===== config.mk =====
export PLATFORM = sky130hd
export DESIGN_NAME = xocc_chan_hub
export DESIGN_NICKNAME = d
export VERILOG_FILES = /design/src/rtl/xocc_chan_hub.sv
export SDC_FILE = /design/constraint.sdc
export NUM_CORES = 2
export LEC_CHECK = 0
export ABC_CLOCK_PERIOD_IN_PS = 3900
export CORE_MARGIN = 2
export CORE_UTILIZATION = 45
export CTS_BUF_LIST = sky130_fd_sc_hd__clkbuf_16
export CTS_CLUSTER_SIZE = 30
export DETAILED_ROUTE_END_ITERATION = 6
export PLACE_DENSITY = 0.66
export SETUP_SLACK_MARGIN = 0.1
export SLEW_MARGIN = 30
export SYNTH_ARGS = -nofsm -noshare
export SYNTH_HDL_FRONTEND = slang
export SYNTH_SLANG_ARGS = --single-unit

===== constraint.sdc =====
create_clock -name i_pad_clk -period 3.9 [get_ports i_pad_clk]
set_input_delay 1.17 -clock i_pad_clk [delete_from_list [all_inputs] [get_ports i_pad_clk]]
set_output_delay 1.17 -clock i_pad_clk [all_outputs]
set_load 0.02 [all_outputs]

===== src/rtl/xocc_chan_hub.sv =====
// CPU-to-accelerator channel hub: per-channel command assembly and FIFO toward the
// accelerator, a response FIFO back to the CPU, sticky error flags and a registered interrupt.
module xocc_chan_hub #(
    parameter int NUM_CH = 2,
    parameter int CMD_W  = 96,
    parameter int DEPTH  = 4
) (
    input  logic                    i_pad_clk,
    input  logic                    i_pad_rst_b,
    input  logic                    cpu_wr_en,
    input  logic [3:0]              cpu_ch,
    input  logic [31:0]             cpu_wdata,
    input  logic                    cpu_rd_en,
    output logic [31:0]             cpu_rdata,
    output logic [NUM_CH-1:0]       cpu_cmd_full,
    output logic [NUM_CH-1:0]       cpu_rsp_empty,
    output logic [2*NUM_CH-1:0]     cpu_err,
    input  logic                    cpu_err_clr,
    input  logic [NUM_CH-1:0]       irq_en,
    output logic                    irq,
    output logic [NUM_CH*CMD_W-1:0] xocc_cmd_buffer,
    output logic [NUM_CH-1:0]       xocc_cmd_empty,
    input  logic [NUM_CH-1:0]       xocc_cmd_rd_en,
    input  logic [NUM_CH*32-1:0]    xocc_rsp_buffer,
    input  logic [NUM_CH-1:0]       xocc_rsp_wr_en,
    output logic [NUM_CH-1:0]       xocc_rsp_full
);
    localparam int BEATS = CMD_W / 32;
    localparam int BW    = (BEATS > 1) ? $clog2(BEATS) : 1;
    localparam int PW    = $clog2(DEPTH);
    localparam int CW    = PW + 1;
    localparam logic [CW-1:0] FULL_CNT  = CW'(DEPTH);
    localparam logic [BW-1:0] LAST_BEAT = BW'(BEATS - 1);

    logic                ch_valid;
    logic [2*NUM_CH-1:0] err_set;
    logic [2*NUM_CH-1:0] err_q;
    logic                irq_q;
    logic [31:0]         rsp_head [NUM_CH];

    assign ch_valid = int'(cpu_ch) < NUM_CH;

    for (genvar ch = 0; ch < NUM_CH; ch++) begin : g_ch
        logic              sel;
        logic [BW-1:0]     beat_q, beat_d;
        logic [CMD_W-1:0]  asm_q, asm_d;
        logic [CMD_W-1:0]  cmd_mem [DEPTH];
        logic [PW-1:0]     cwp_q, crp_q, crp_d;
        logic [CW-1:0]     ccnt_q, ccnt_d;
        logic [CMD_W-1:0]  head_q, head_d;
        logic              cmd_push, cmd_push_ok, cmd_pop_ok;
        logic [31:0]       rsp_mem [DEPTH];
        logic [PW-1:0]     rwp_q, rrp_q;
        logic [CW-1:0]     rcnt_q;
        logic              rsp_pop, rsp_push_ok, rsp_pop_ok;

        assign sel = ch_valid && (cpu_ch == 4'(ch));

        always_comb begin
            beat_d   = beat_q;
            asm_d    = asm_q;
            cmd_push = 1'b0;
            if (cpu_wr_en && sel) begin
                asm_d[32*int'(beat_q) +: 32] = cpu_wdata;
                if (beat_q == LAST_BEAT) begin
                    beat_d   = '0;
                    cmd_push = 1'b1;
                end else begin
                    beat_d = beat_q + BW'(1);
                end
            end
        end

        assign cmd_push_ok    = cmd_push && (ccnt_q != FULL_CNT);
        assign cmd_pop_ok     = xocc_cmd_rd_en[ch] && (ccnt_q != '0);
        assign err_set[ch]    = cmd_push && (ccnt_q == FULL_CNT);

        // Registered show-ahead head: takes the incoming entry when no older entry survives.
        always_comb begin
            crp_d  = cmd_pop_ok ? crp_q + PW'(1) : crp_q;
            ccnt_d = ccnt_q + CW'(cmd_push_ok) - CW'(cmd_pop_ok);
            head_d = head_q;
            if (ccnt_d != '0) begin
                head_d = (ccnt_q == CW'(cmd_pop_ok)) ? asm_d : cmd_mem[crp_d];
            end
        end

        assign rsp_pop     = cpu_rd_en && sel;
        assign rsp_push_ok = xocc_rsp_wr_en[ch] && (rcnt_q != FULL_CNT);
        assign rsp_pop_ok  = rsp_pop && (rcnt_q != '0);
        assign err_set[NUM_CH+ch] = (xocc_rsp_wr_en[ch] && (rcnt_q == FULL_CNT)) ||
                                    (rsp_pop && (rcnt_q == '0));

        always_ff @(posedge i_pad_clk or negedge i_pad_rst_b) begin
            if (!i_pad_rst_b) begin
                beat_q <= '0;
                cwp_q  <= '0;
                crp_q  <= '0;
                ccnt_q <= '0;
                head_q <= '0;
                rwp_q  <= '0;
                rrp_q  <= '0;
                rcnt_q <= '0;
            end else begin
                beat_q <= beat_d;
                cwp_q  <= cmd_push_ok ? cwp_q + PW'(1) : cwp_q;
                crp_q  <= crp_d;
                ccnt_q <= ccnt_d;
                head_q <= head_d;
                rwp_q  <= rsp_push_ok ? rwp_q + PW'(1) : rwp_q;
                rrp_q  <= rsp_pop_ok ? rrp_q + PW'(1) : rrp_q;
                rcnt_q <= rcnt_q + CW'(rsp_push_ok) - CW'(rsp_pop_ok);
            end
        end

        // Storage is never read before being written, so it carries no reset.
        always_ff @(posedge i_pad_clk) begin
            asm_q <= asm_d;
            if (cmd_push_ok) cmd_mem[cwp_q] <= asm_d;
            if (rsp_push_ok) rsp_mem[rwp_q] <= xocc_rsp_buffer[ch*32 +: 32];
        end

        assign rsp_head[ch]                       = (rcnt_q != '0) ? rsp_mem[rrp_q] : '0;
        assign xocc_cmd_buffer[ch*CMD_W +: CMD_W] = head_q;
        assign xocc_cmd_empty[ch]                 = (ccnt_q == '0);
        assign cpu_cmd_full[ch]                   = (ccnt_q == FULL_CNT);
        assign cpu_rsp_empty[ch]                  = (rcnt_q == '0);
        assign xocc_rsp_full[ch]                  = (rcnt_q == FULL_CNT);
    end

    always_comb begin
        cpu_rdata = '0;
        for (int i = 0; i < NUM_CH; i++) begin
            if (ch_valid && (int'(cpu_ch) == i)) cpu_rdata = rsp_head[i];
        end
    end

    always_ff @(posedge i_pad_clk or negedge i_pad_rst_b) begin
        if (!i_pad_rst_b) begin
            err_q <= '0;
            irq_q <= 1'b0;
        end else begin
            err_q <= cpu_err_clr ? '0 : (err_q | err_set);
            irq_q <= |(irq_en & ~cpu_rsp_empty);
        end
    end

    assign cpu_err = err_q;
    assign irq     = irq_q;
endmodule


==> run metrics <==
status finished clean; Worst setup SP type primary input; vias in the first global route 32700; Starting Density 0.4545; all-layer global routing usage 0.2332; layout cells sized above 1 0.1596; Vias roughly 33000; fillcell total approximately 9600; Core Area about 120000 µm²; CP top delay family buffers and inverters; Worst Path Class, Setup primary input to output port; clock sinks 1445; Slew headroom 0.3434; Buf/Inv on CP 7; drt via density approximately 5.6; async set-reset flop share out of synthesis 0.1585; area grow syn2layout 23.00%; nets ~4200; final hold vios 0; Net Switching 20.89 mW; clock share of power 0.232; largest net degree at the start of global routing 72; YS warnings 0; P_leak approximately 27 nW; xor/xnor share of the synthesized area 0.003429; Yosys top cell by area edfxtp_1; #FFs+latches synth 1445; internal power between 30 and 40 mW; clock buffer depth 3; Final GP Congestion roughly 0.80; CP required roughly 2.7 ns; Syn Area/Cell approximately 16 µm²; CP most frequent cell buf_4; count leader, synth edfxtp_1; Unique masters post-synth 42; slowest CP cell a22o_1; row cnt around 130; Final Cycle Share 0.9689; switch share 0.3532; sequential fraction of the synthesis area 0.7271; # IOs 348; synth cell count leaders edfxtp_1 (1024), mux2i_1 (448), nand2_1 (360), dfrtp_1 (229), inv_1 (229); clk root buf clkbuf_16; VDD IR-drop max ~740 µV; Hold Crit Class primary input to async pin; PD cells just under 900 nW/µm²; WP data arrival 2.61 ns; Syn Inst Count 3555; fmax 264.6 MHz; DRT iter0 DRCs roughly 2600; Setup Viol. Count Final 0; Post-synth EDFFs between 1000 and 1500; slew of the pin with the lowest slew margin between 0.9 and 1 ns; Post-Synth Simple-Gate Area 0.04097; Critical Path Fanout Max 5; WHS ~0.41 ns; Period minus WS final around 3.8 ns; max capacitance violation total 0; top cell type's share of synthesized area 0.5544; mux cell area share after synthesis 0.1077; largest family of logic cells by synthesized area multiplexers; Post-Route WL ~150 mm; Mapped Area 55460 µm²; Initial DRT Pass Iterations 5; DRT antenna net count 0; Worst Clk Skew around 0.027 ns; Synth Flop Type edfxtp_1; Die Height 355.1 µm; hold buffers post-CTS 0; die width ~360 µm; Reg power frac 0.373; CTS tree done; DP Wirelength 88.29 mm; number of H-tree levels 4; grt ovf 0; DR WL/cell around 25 µm; Pwr Total roughly 60 mW; Clock transition at path regs roughly 0.06 ns; Synth Area in Compound Gates 0.07785; max-slew violations 0; buffers added on ports ~350; RSZ-0062 raised after global routing no; CTS Buf Count 150; DRC viols 0; CP endpoint kind output port; first-pass GRT wire length about 220 mm; Clock Latency Late Sink approximately 0.75 ns; critical path, cell by cell buf_2 -> nor2b_1 -> buf_4 -> buf_8 -> and3_4 -> buf_12 -> buf_16 -> buf_4 -> a22o_1 -> buf_6; adder-cell share of the synthesized area 0.009114; die area around 130000 µm²; initial antenna violation count 10; Comb pwr share 0.395; ranking of synthesized cells by area edfxtp_1 (55%), dfrtp_1 (10%), mux2i_1 (8.1%); Post-Syn Nets between 3000 and 4000; max incr delay on CP 0.21 ns
-- power groups by stage --
stage	clock [mW]	sequential, mW	combinational, mW
floorplan	0	22.8	13.4
global placement	0	22.3	22.4
detailed placement	0	22.4	22.8
CTS	14.0	22.1	23.3
global route	14.6	22.3	25.2
finish	13.7	22.0	23.4
-- registers in the layout, indices dropped and copies added, names as in the netlist --
register	count
g_ch.cwp_q	4
g_ch.beat_q	4
g_ch.rcnt_q	6
g_ch.crp_q	4
g_ch.rsp_mem	256
g_ch.rrp_q	4
g_ch.ccnt_q	6
g_ch.cmd_mem	768
cpu_err	4
g_ch.rwp_q	4
g_ch.asm_q	192
g_ch.head_q	192
irq	1
-- layout by cell type (no fill, tap or decap), drive strengths merged, types with 4 or more instances in the layout --
cell type / n
o22ai: 96
a22o: 33
nor2: 102
a211oi: 33
mux4: 64
xor2: 6
clkdlybuf4s15: 8
ha: 34
mux2: 4
or3: 4
a31oi: 96
diode: 4
dfxtp: 192
nand3: 5
bufinv: 12
a211o: 96
mux2i: 448
clkdlybuf4s50: 309
clkinv: 58
buf: 286
clkbuf: 158
and2: 18
o21ai: 5
edfxtp: 1024
dfrtp: 229
inv: 282
a21oi: 6
nand2: 360
nor2b: 4
and3: 37
fa: 4
a221oi: 160
nor3b: 9
xnor2: 13
-- worst paths after layout --
kind	from	endpoint	slack [ns]	depth (start not counted)
worst min register to register	g_ch[1].asm_q[88]$_DFF_P_	g_ch[1].asm_q[88]$_DFF_P_	0.49	2
max in group asynchronous	i_pad_rst_b	g_ch[0].head_q[19]$_DFFE_PN0P_	2.70	2
worst max register to register	g_ch[1].beat_q[0]$_DFFE_PN0P_	g_ch[1].head_q[90]$_DFFE_PN0P_	0.24	16
worst min-delay path	i_pad_rst_b	g_ch[1].head_q[81]$_DFFE_PN0P_	0.41	1
min in group i_pad_clk	g_ch[1].asm_q[88]$_DFF_P_	g_ch[1].asm_q[88]$_DFF_P_	0.49	2
worst max-delay path	cpu_ch[0]	cpu_rdata[23]	0.12	10
-- metal layers --
layer,vias to the layer above,share of wire,track usage
li1,14520,-,-
met1,16790,0.41,0.3118
met2,1052,0.48,0.3782
met3,230,0.071,0.04903
met4,8,0.032,0.08415
met5,-,0.00036,0
-- cell families after synthesis --
kind of cell / Yosys count
flip-flops: 1445
AND/OR/NAND/NOR: 546
AO/OA/AOI/OAI: 529
multiplexers: 516
buffers and inverters: 461
adder cells (fa/ha/maj): 38
XOR/XNOR: 20
-- layout make-up --
type,instances,area (µm²),share of cell area
Timing Repair Buffer,610,6611,0.09692
Inverter,229,859.6,0.01260
Clock buffer,154,3854,0.05649
Sequential cell,1445,40330,0.5912
Antenna cell,4,10.01,0.0001467
Tap cell,1625,2033,0.02981
Multi-Input combinational cell,1649,13630,0.1998
Clock inverter,124,888.4,0.01302
-- what timing repair did --
item	in CTS	in global routing
gates resized for setup	186	16
buffers inserted	10	4
pin swaps	16	6
gates cloned	6	2
endpoints found under the setup margin	129	160
endpoints found under the hold margin	0	0
-- worst register-to-register path, cell delays in order (launching register included) --
cell	delay, ns
dfrtp_1	0.37
inv_1	0.11
ha_1	0.36
and3_4	0.28
nor2b_4	0.16
inv_2	0.06
ha_4	0.21
inv_2	0.06
ha_4	0.12
inv_2	0.04
fa_2	0.53
inv_2	0.04
or3_4	0.41
and3_4	0.25
buf_12	0.18
and3_1	0.20
a211oi_2	0.21
-- through the flow --
step / setup slack, ns / setup TNS (ns) / instances / util / instance area, µm²
4_1_cts: 0.1007 / 0 / 5830 / 0.5577 / 68060
2_1_floorplan: -0.6010 / -108.88 / 3555 / - / 55560
6_report: 0.1212 / 0 / 5840 / 0.5590 / 68220
3_3_place_gp: -0.9127 / -152.51 / 5536 / 0.5153 / 62890
3_5_place_dp: -0.9734 / -157.26 / 5536 / 0.5153 / 62890
5_1_grt: 0.1019 / 0 / 5837 / 0.5589 / 68210
(Power assumes the default switching activity.)
